**src/rtl/time_set_ctrl.sv**
```systemverilog
// time_set_ctrl: key-driven editor for the clock time and the alarm time.
//
// Ports
//   clk, rst                  system clock, synchronous active-high reset
//   key_mode/key_up/key_ok    debounced one-cycle key pulses (ok > mode > up)
//   cur_*                     running time from the timekeeper (BCD hh:mm:ss)
//   set_time_finish           0 while the timekeeper should load set_*, else 1
//   set_*                     edited time (BCD hh:mm:ss)
//   clock_en, clock_*         alarm enable and alarm time (BCD hh:mm)
//   edit_field                current state code (0 RUN .. 5 ALM_MIN)
//   blink                     blanking phase for the field being edited
//
// All outputs come straight from registers.
module time_set_ctrl #(
    parameter int BLINK_DIV = 25000000
) (
    input  logic       clk,
    input  logic       rst,
    input  logic       key_mode,
    input  logic       key_up,
    input  logic       key_ok,
    input  logic [3:0] cur_hour_shi,
    input  logic [3:0] cur_hour_ge,
    input  logic [3:0] cur_min_shi,
    input  logic [3:0] cur_min_ge,
    input  logic [3:0] cur_sec_shi,
    input  logic [3:0] cur_sec_ge,
    output logic       set_time_finish,
    output logic [3:0] set_hour_shi,
    output logic [3:0] set_hour_ge,
    output logic [3:0] set_min_shi,
    output logic [3:0] set_min_ge,
    output logic [3:0] set_sec_shi,
    output logic [3:0] set_sec_ge,
    output logic       clock_en,
    output logic [3:0] clock_hour_shi,
    output logic [3:0] clock_hour_ge,
    output logic [3:0] clock_min_shi,
    output logic [3:0] clock_min_ge,
    output logic [2:0] edit_field,
    output logic       blink
);

    localparam int CW = (BLINK_DIV > 1) ? $clog2(BLINK_DIV) : 1;

    typedef enum logic [2:0] {
        RUN      = 3'd0,
        SET_HOUR = 3'd1,
        SET_MIN  = 3'd2,
        SET_SEC  = 3'd3,
        ALM_HOUR = 3'd4,
        ALM_MIN  = 3'd5
    } state_t;

    state_t          state_q, state_d;
    logic            stf_q, stf_d;
    logic [5:0][3:0] set_q, set_d;     // [5:4] hour, [3:2] min, [1:0] sec
    logic [3:0][3:0] alm_q, alm_d;     // [3:2] hour, [1:0] min
    logic            en_q, en_d;
    logic [CW-1:0]   cnt_q, cnt_d;
    logic            blink_q, blink_d;

    logic [5:0][3:0] cur;
    logic            k_ok, k_mode, k_up;

    assign cur = {cur_hour_shi, cur_hour_ge, cur_min_shi, cur_min_ge, cur_sec_shi, cur_sec_ge};

    // Only the highest-priority key of a coincident set acts.
    assign k_ok   = key_ok;
    assign k_mode = key_mode & ~key_ok;
    assign k_up   = key_up & ~key_ok & ~key_mode;

    function automatic logic [7:0] inc_hour(input logic [7:0] v);
        if (v == 8'h23)            return 8'h00;
        else if (v[3:0] == 4'd9)   return {v[7:4] + 4'd1, 4'd0};
        else                       return {v[7:4], v[3:0] + 4'd1};
    endfunction

    function automatic logic [7:0] inc_60(input logic [7:0] v);
        if (v == 8'h59)            return 8'h00;
        else if (v[3:0] == 4'd9)   return {v[7:4] + 4'd1, 4'd0};
        else                       return {v[7:4], v[3:0] + 4'd1};
    endfunction

    always_comb begin
        state_d = state_q;
        set_d   = set_q;
        alm_d   = alm_q;
        en_d    = en_q;

        if (state_q == RUN) begin
            if (k_ok) begin
                en_d = ~en_q;
            end else if (k_mode) begin
                state_d = SET_HOUR;
                set_d   = cur;
            end
        end else if (k_ok) begin
            state_d = RUN;
        end else if (k_mode) begin
            case (state_q)
                SET_HOUR: state_d = SET_MIN;
                SET_MIN:  state_d = SET_SEC;
                SET_SEC:  state_d = ALM_HOUR;
                ALM_HOUR: state_d = ALM_MIN;
                default:  state_d = RUN;
            endcase
        end else if (k_up) begin
            case (state_q)
                SET_HOUR: set_d[5:4] = inc_hour(set_q[5:4]);
                SET_MIN:  set_d[3:2] = inc_60(set_q[3:2]);
                SET_SEC:  set_d[1:0] = inc_60(set_q[1:0]);
                ALM_HOUR: alm_d[3:2] = inc_hour(alm_q[3:2]);
                ALM_MIN:  alm_d[1:0] = inc_60(alm_q[1:0]);
                default:  state_d = RUN;
            endcase
        end

        stf_d = !(state_d == SET_HOUR || state_d == SET_MIN || state_d == SET_SEC);

        // Restart the blink phase whenever the field changes or is bumped so
        // the digits being edited are shown immediately.
        cnt_d   = cnt_q;
        blink_d = blink_q;
        if (state_d != state_q || state_q == RUN || k_up) begin
            cnt_d   = '0;
            blink_d = 1'b0;
        end else if (cnt_q == CW'(BLINK_DIV - 1)) begin
            cnt_d   = '0;
            blink_d = ~blink_q;
        end else begin
            cnt_d = cnt_q + 1'b1;
        end
    end

    always_ff @(posedge clk) begin
        if (rst) begin
            state_q <= RUN;
            stf_q   <= 1'b1;
            set_q   <= '0;
            alm_q   <= '0;
            en_q    <= 1'b0;
            cnt_q   <= '0;
            blink_q <= 1'b0;
        end else begin
            state_q <= state_d;
            stf_q   <= stf_d;
            set_q   <= set_d;
            alm_q   <= alm_d;
            en_q    <= en_d;
            cnt_q   <= cnt_d;
            blink_q <= blink_d;
        end
    end

    assign set_time_finish = stf_q;
    assign {set_hour_shi, set_hour_ge, set_min_shi, set_min_ge, set_sec_shi, set_sec_ge} = set_q;
    assign clock_en = en_q;
    assign {clock_hour_shi, clock_hour_ge, clock_min_shi, clock_min_ge} = alm_q;
    assign edit_field = state_q;
    assign blink      = blink_q;

endmodule

```
**config.mk**
```make
export PLATFORM = sky130hd
export DESIGN_NAME = time_set_ctrl
export DESIGN_NICKNAME = d
export VERILOG_FILES = /design/src/rtl/time_set_ctrl.sv
export SDC_FILE = /design/constraint.sdc
export NUM_CORES = 1
export LEC_CHECK = 0
export CORE_MARGIN = 2
export CORE_UTILIZATION = 57
export DETAILED_ROUTE_END_ITERATION = 16
export PLACE_DENSITY = 0.86
export SLEW_MARGIN = 20
export SYNTH_ARGS = -nofsm -noshare
export SYNTH_HDL_FRONTEND = slang
export SYNTH_SLANG_ARGS = --single-unit
```
**constraint.sdc**
```tcl
create_clock -name clk -period 7.3 [get_ports clk]
set_clock_uncertainty 0.05 [all_clocks]
set_input_delay 1.825 -clock clk [delete_from_list [all_inputs] [get_ports clk]]
set_output_delay 1.825 -clock clk [all_outputs]
set_load 0.01 [all_outputs]
```
==> results of run 1 <==
synthesized netlist by cell type (4+ instances only):
cell type	count	area share, %
o211ai_1	4	0.72
dfxtp_1	71	34
nand3b_1	5	0.90
or3_1	15	2.2
ha_1	24	7.2
and3_1	7	1.0
nand2_1	21	1.9
nor4_1	7	1.0
nand4_1	11	1.6
buf_2	13	1.6
a21oi_1	43	5.1
xnor2_1	7	1.5
xor2_1	9	1.9
and4_1	4	0.84
and3b_1	8	1.7
o31ai_1	9	1.6
nand3_1	24	2.9
nor3b_1	4	0.72
inv_1	21	1.9
nor3_1	23	2.7
o311ai_0	5	1.0
or4_1	11	2.0
a22oi_1	4	0.72
clkbuf_1	12	1.1
nand2b_1	5	0.75
a211oi_1	26	4.7
and2_1	6	0.90
nor2_1	24	2.1
o21ai_0	25	3.0
flip-flops by register name (all words and copies together), names as in the netlist:
signal           count
blink                1
clock_en             1
clock_hour_ge        4
clock_hour_shi       4
clock_min_ge         4
clock_min_shi        4
cnt_q               25
edit_field           3
set_hour_ge          4
set_hour_shi         4
set_min_ge           4
set_min_shi          4
set_sec_ge           4
set_sec_shi          4
set_time_finish      1
metrics by stage:
step / setup slack, ns / area (um2) / cells / util (%)
CTS: 2.94 / 5150 / 665 / 71.8
finish: 2.86 / 5160 / 665 / 71.9
global route: 2.69 / 5160 / 665 / 71.9
floorplan: 3.72 / 4190 / 499 / -
detailed placement: 2.57 / 4960 / 649 / 69.1
global placement: 2.68 / 4960 / 649 / 69.1
cell families (layout without fill, tap and decap cells):
| logic type | Yosys count | after routing | share of synthesized area, % |
|---|---|---|---|
| simple gates | 190 | 190 | 26.9 |
| compound gates | 148 | 148 | 23.3 |
| flops | 71 | 71 | 33.9 |
| buf+inv | 47 | 114 | 4.60 |
| fa+ha+maj | 25 | 25 | 7.41 |
| xor+xnor | 16 | 16 | 3.34 |
| mux | 2 | 2 | 0.508 |
worst paths after layout:
| check | from | endpoint | slack (ns) |
|---|---|---|---|
| hold / removal | cnt_q[24]$_SDFF_PP0_ | cnt_q[24]$_SDFF_PP0_ | 0.44 |
| setup / recovery | key_ok | set_hour_ge[3]$_SDFFE_PP0P_ | 2.86 |
| setup reg to reg | edit_field[2]$_SDFF_PP0_ | set_hour_ge[3]$_SDFFE_PP0P_ | 3.95 |
| hold reg to reg | cnt_q[24]$_SDFF_PP0_ | cnt_q[24]$_SDFF_PP0_ | 0.44 |
final cells by class:
class | instances | share of cell area, %
flip-flops and latches | 71 | 27.5
clock buffers | 13 | 2.89
multi-input cells | 381 | 50.1
repair buffers | 76 | 14.6
well taps | 99 | 2.40
inverters | 22 | 1.60
clock inverters | 3 | 0.824
worst max-delay path, delay by kind of cell:
kind,cells,cell delay [ns]
AO/OA/AOI/OAI,3,0.83
adder cells (fa/ha/maj),1,0.23
buffers and inverters,2,0.92
AND/OR/NAND/NOR,2,0.83
per-layer routing:
metal / track usage, % / vias to the layer above
li1: - / 2031
met4: 8.97 / 0
met3: 6.29 / 21
met2: 43.4 / 120
met5: 0 / -
met1: 33.2 / 2035
placed cells by master (no fill, tap or decap), drive strengths merged, types with 3 or more instances in the layout:
master / count
a211oi: 28
a21oi: 43
a22oi: 4
a311oi: 3
and2: 6
and3: 7
and3b: 8
and4: 4
clkbuf: 13
clkdlybuf4s50: 74
dfxtp: 71
ha: 24
inv: 22
nand2: 21
nand2b: 5
nand3: 25
nand3b: 5
nand4: 11
nor2: 24
nor3: 23
nor3b: 4
nor4: 8
nor4b: 3
o211ai: 4
o21ai: 26
o22ai: 3
o311ai: 6
o31ai: 9
o41ai: 3
or3: 15
or4: 11
xnor2: 7
xor2: 9
where the power goes:
| group | internal, mW | switching, mW |
|---|---|---|
| clock | 0.167 | 0.149 |
| combinational | 0.0383 | 0.0427 |
| sequential | 0.392 | 0.00739 |
==> flow_summary.toml, run 1 <==
[setup_path]
crit_path_max_fanout = 13
critPathLaunchType = "input port"
path_class = "in -> reg"
endpoint_kind = "flip-flop"
required_ns = 7.50
ff2ff_path_depth = 7
worstPathCellList = "clkdlybuf4s50_1, nand2b_1, inv_1, ha_1, or2_2, a211oi_2, o22ai_1, a31o_2"
crit_slowest_cell = "clkdlybuf4s50_1"
worstPathArrival_ns = 4.64
critPathMaxStageDelay_ns = 0.74

[yosys]
async_flop_share_pct = 0
yosys_warnings = 0
syn_area_um2 = 4190
synth_area_per_cell_um2 = 8.40
syn_nets = 552
synth_edf_count = 0
ys_types = 65
synthFlopType = "dfxtp_1"
ys_seq_area_share_pct = 33.9
synthCells = 499
ys_ff_latch = 71

[sta]
grt_setup_unrepaired = "no"
fin_crit_ns = 4.44
fin_crit_sh_pct = 60.8
relSlewSlack_pct = 51.3
hold_ws_ns = 0.443
slew_violations = 0
fmax_mhz = 225
tns_ns = 0
hold_viol = 0
setup_viol_count_final = 0
tightest_slew_ns = 0.725

[routing]
vias = 4207
post_drt_wl_per_cell_um = 15.9
drt-total-wl_um = 10600
ant_nets = 0
first_iter_violations = 242
first_pass_iters = 5
top_layer = "met4"
route.met3.wl_um = 536
avgViaCountPerCell = 6.33
wl_met1_um = 4740
met2_length_um = 5130
drc = 0

[cts]
clock-sinks = 71
cts_root_buffer = "clkbuf_8"
clk_pin_slew_worst_paths_ns = 0.08
cts_resized = 0
clock_latency_ns = 0.35
tritoncts = "yes"
htree_levels = 3
cts-buffers-inserted = 9
hold_buffers = 0
clk_path_buf_depth = 2
cts_setup_buffers = 0

[placement]
io_buffers = 74
hpwl_um = 7320
gp_congestion = 0.852

[layout]
layout-drive-gt1-share_pct = 4.77
ff_latch_area_um2 = 1420
multi_input_area_um2 = 2580
layout.nets = 614
syn_to_final_growth_pct = 23.1
fillers = 558
num_antenna_cells = 0

[global_routing]
grt_overflow_total = 0
grt_pass1_wl_um = 17700
grtUsageTotal_pct = 26.1
grt_pass1_vias = 3898
antenna_found_initial = 0
grt_max_degree = 46

[floorplan]
fp.dieH_um = 89.7
die_w_um = 89.7
pin_count = 75
coreArea_um2 = 7180
die-area_um2 = 8050
initial_core_util_pct = 58.4
std_cell_rows = 31

[power_and_ir_drop]
p_per_area_nw_per_um2 = 154
p_leak_nw = 1.67
ir_drop_mv = 0.105
total_power_mw = 0.797

[min_path]
worstHoldPathType = "reg -> reg"
hold_depth = 2

[run]
max_cap_viol_count = 0

[status]
status = "completed"
Note: power is estimated with default switching activity, not from simulation.
==> inputs of run 2 (changes only) <==
--- a/config.mk
+++ b/config.mk
@@ -6,9 +6,9 @@
 export NUM_CORES = 1
 export LEC_CHECK = 0
 export CORE_MARGIN = 2
-export CORE_UTILIZATION = 57
+export CORE_UTILIZATION = 53
 export DETAILED_ROUTE_END_ITERATION = 16
-export PLACE_DENSITY = 0.86
+export PLACE_DENSITY = 0.8
 export SLEW_MARGIN = 20
 export SYNTH_ARGS = -nofsm -noshare
 export SYNTH_HDL_FRONTEND = slang
==> constraint.sdc (replaced) <==
create_clock -name clk -period 4.5 [get_ports clk]
set_clock_uncertainty 0.05 [all_clocks]
set_input_delay 1.125 -clock clk [delete_from_list [all_inputs] [get_ports clk]]
set_output_delay 1.125 -clock clk [all_outputs]
set_load 0.01 [all_outputs]
==> run 2 against run 1 <==
Flip-flop and latch count unchanged. Combinational power up 64%. Wire length down 1.8%. Global-route usage down 1.4 points. Final cell count up 0.90%. Core utilization down 4.5 points. Via count down 1.4%. Largest power group unchanged. Register-to-register slack worse by 2.4 ns. Non-clock buffer count up 3. Setup slack worse by 1.8 ns. Die area up 7.2%. Highest routed layer unchanged. Power up 60%.
==> flow_summary.toml, run 2 (same netlist as run 1, synthesis figures left out) <==
[placement]
gp_congestion = 0.817
io_buffers = 74
hpwl_um = 7190

[layout]
ff_latch_area_um2 = 1420
layout_commonest_cell = "clkdlybuf4s50_1"
syn_to_final_growth_pct = 23.7
layout-drive-gt1-share_pct = 5.62
fillers = 669
finalCoreUtilization_pct = 67.4
multi_input_area_um2 = 2580
top_register = "cnt_q"
largest_reg_flops = 25
num_antenna_cells = 0
mostFrequentLayoutCells = "clkdlybuf4s50_1, dfxtp_1, a21oi_1"
layout.nets = 617

[power_and_ir_drop]
p_per_area_nw_per_um2 = 246
ir_drop_mv = 0.151
p_leak_nw = 1.68

[floorplan]
initial_core_util_pct = 54.5
pin_count = 75
die_w_um = 92.9
std_cell_rows = 32
coreArea_um2 = 7690
die-area_um2 = 8630
fp.dieH_um = 92.9

[cts]
clk_pin_slew_worst_paths_ns = 0.08
cts_root_buffer = "clkbuf_8"
hold_buffers = 0
htree_levels = 3
tritoncts = "yes"
clk_path_buf_depth = 2
cts_resized = 0
cts-buffers-inserted = 9
cts_setup_buffers = 0
clock-sinks = 71
clock_latency_ns = 0.35

[sta]
grt_setup_unrepaired = "no"
fin_crit_ns = 3.47
tightest_slew_ns = 0.706
relSlewSlack_pct = 52.6
setup_viol_count_final = 0
fin_crit_sh_pct = 77.2
slew_violations = 0
tns_ns = 0
hold_viol = 0
fmax_mhz = 288

[global_routing]
grt_max_degree = 45
grt_overflow_total = 0
grtUsageTotal_pct = 24.7
antenna_found_initial = 0
grt_pass1_wl_um = 17400
grt_pass1_vias = 3813

[status]
status = "completed"

[setup_path]
path_class = "in -> reg"
worstPathArrival_ns = 3.69
crit_path_max_fanout = 13
required_ns = 4.71
endpoint_kind = "flip-flop"
critPathLaunchType = "input port"

[run]
max_cap_viol_count = 0

[routing]
ant_nets = 0
vias = 4146
first_pass_iters = 5
drc = 0
drt-total-wl_um = 10400
first_iter_violations = 216
avgViaCountPerCell = 6.18
post_drt_wl_per_cell_um = 15.5

[min_path]
worstHoldPathType = "reg -> reg"
[run 2: routing by layer]
layer	vias up	part of all wire [%]	GRT usage, %
li1	2045	-	-
met1	1954	45	31.6
met2	128	47	41.0
met3	19	5.2	5.94
met4	0	2.1	7.84
met5	-	0	0
[run 2: worst max-delay path: stages]
cell,delay [ns]
clkdlybuf4s50_1,0.73
nand2b_1,0.16
buf_4,0.18
inv_1,0.10
ha_1,0.20
or2_2,0.35
a211oi_2,0.48
a21oi_1,0.15
a211oi_1,0.21
[run 2: worst paths after layout]
check,start,endpoint,slack [ns],cells past startpoint
worst max-delay path,key_ok,set_min_ge[3]$_SDFFE_PP0P_,1.03,9
worst min-delay path,blink$_SDFFE_PP0P_,blink$_SDFFE_PP0P_,0.43,2
worst max register to register,edit_field[2]$_SDFF_PP0_,set_min_ge[3]$_SDFFE_PP0P_,1.60,7
worst min register to register,blink$_SDFFE_PP0P_,blink$_SDFFE_PP0P_,0.43,2
[run 2: final cells by class]
| cell class | count | share of cell area (%) |
|---|---|---|
| Multi-Input combinational cell | 381 | 49.9 |
| Sequential cell | 71 | 27.4 |
| Timing Repair Buffer | 79 | 15.0 |
| Clock buffer | 10 | 2.46 |
| Tap cell | 102 | 2.46 |
| Inverter | 22 | 1.59 |
| Clock inverter | 6 | 1.18 |
[run 2: through the flow]
| step | power, mW | setup slack (ns) | cell area [um2] | cells | hold slack, ns |
|---|---|---|---|---|---|
| final | 1.28 | 1.03 | 5180 | 671 | 0.433 |
| after global routing | 1.33 | 0.866 | 5180 | 671 | 0.449 |
| after CTS | 1.29 | 1.06 | 5170 | 671 | 0.438 |
| after detailed placement | 0.793 | 0.661 | 4990 | 655 | 0.424 |
| after global placement | 0.790 | 0.792 | 4990 | 655 | 0.415 |
| after floorplan | 0.732 | 1.62 | 4190 | 499 | 0.406 |
[run 2: power by group]
part	internal [mW]	leakage, nW	switching (mW)	total (mW)
combinational	0.0639	1.01	0.0689	0.133
clock	0.254	0.0960	0.243	0.497
sequential	0.635	0.573	0.0119	0.647
total	0.953	1.68	0.324	1.28
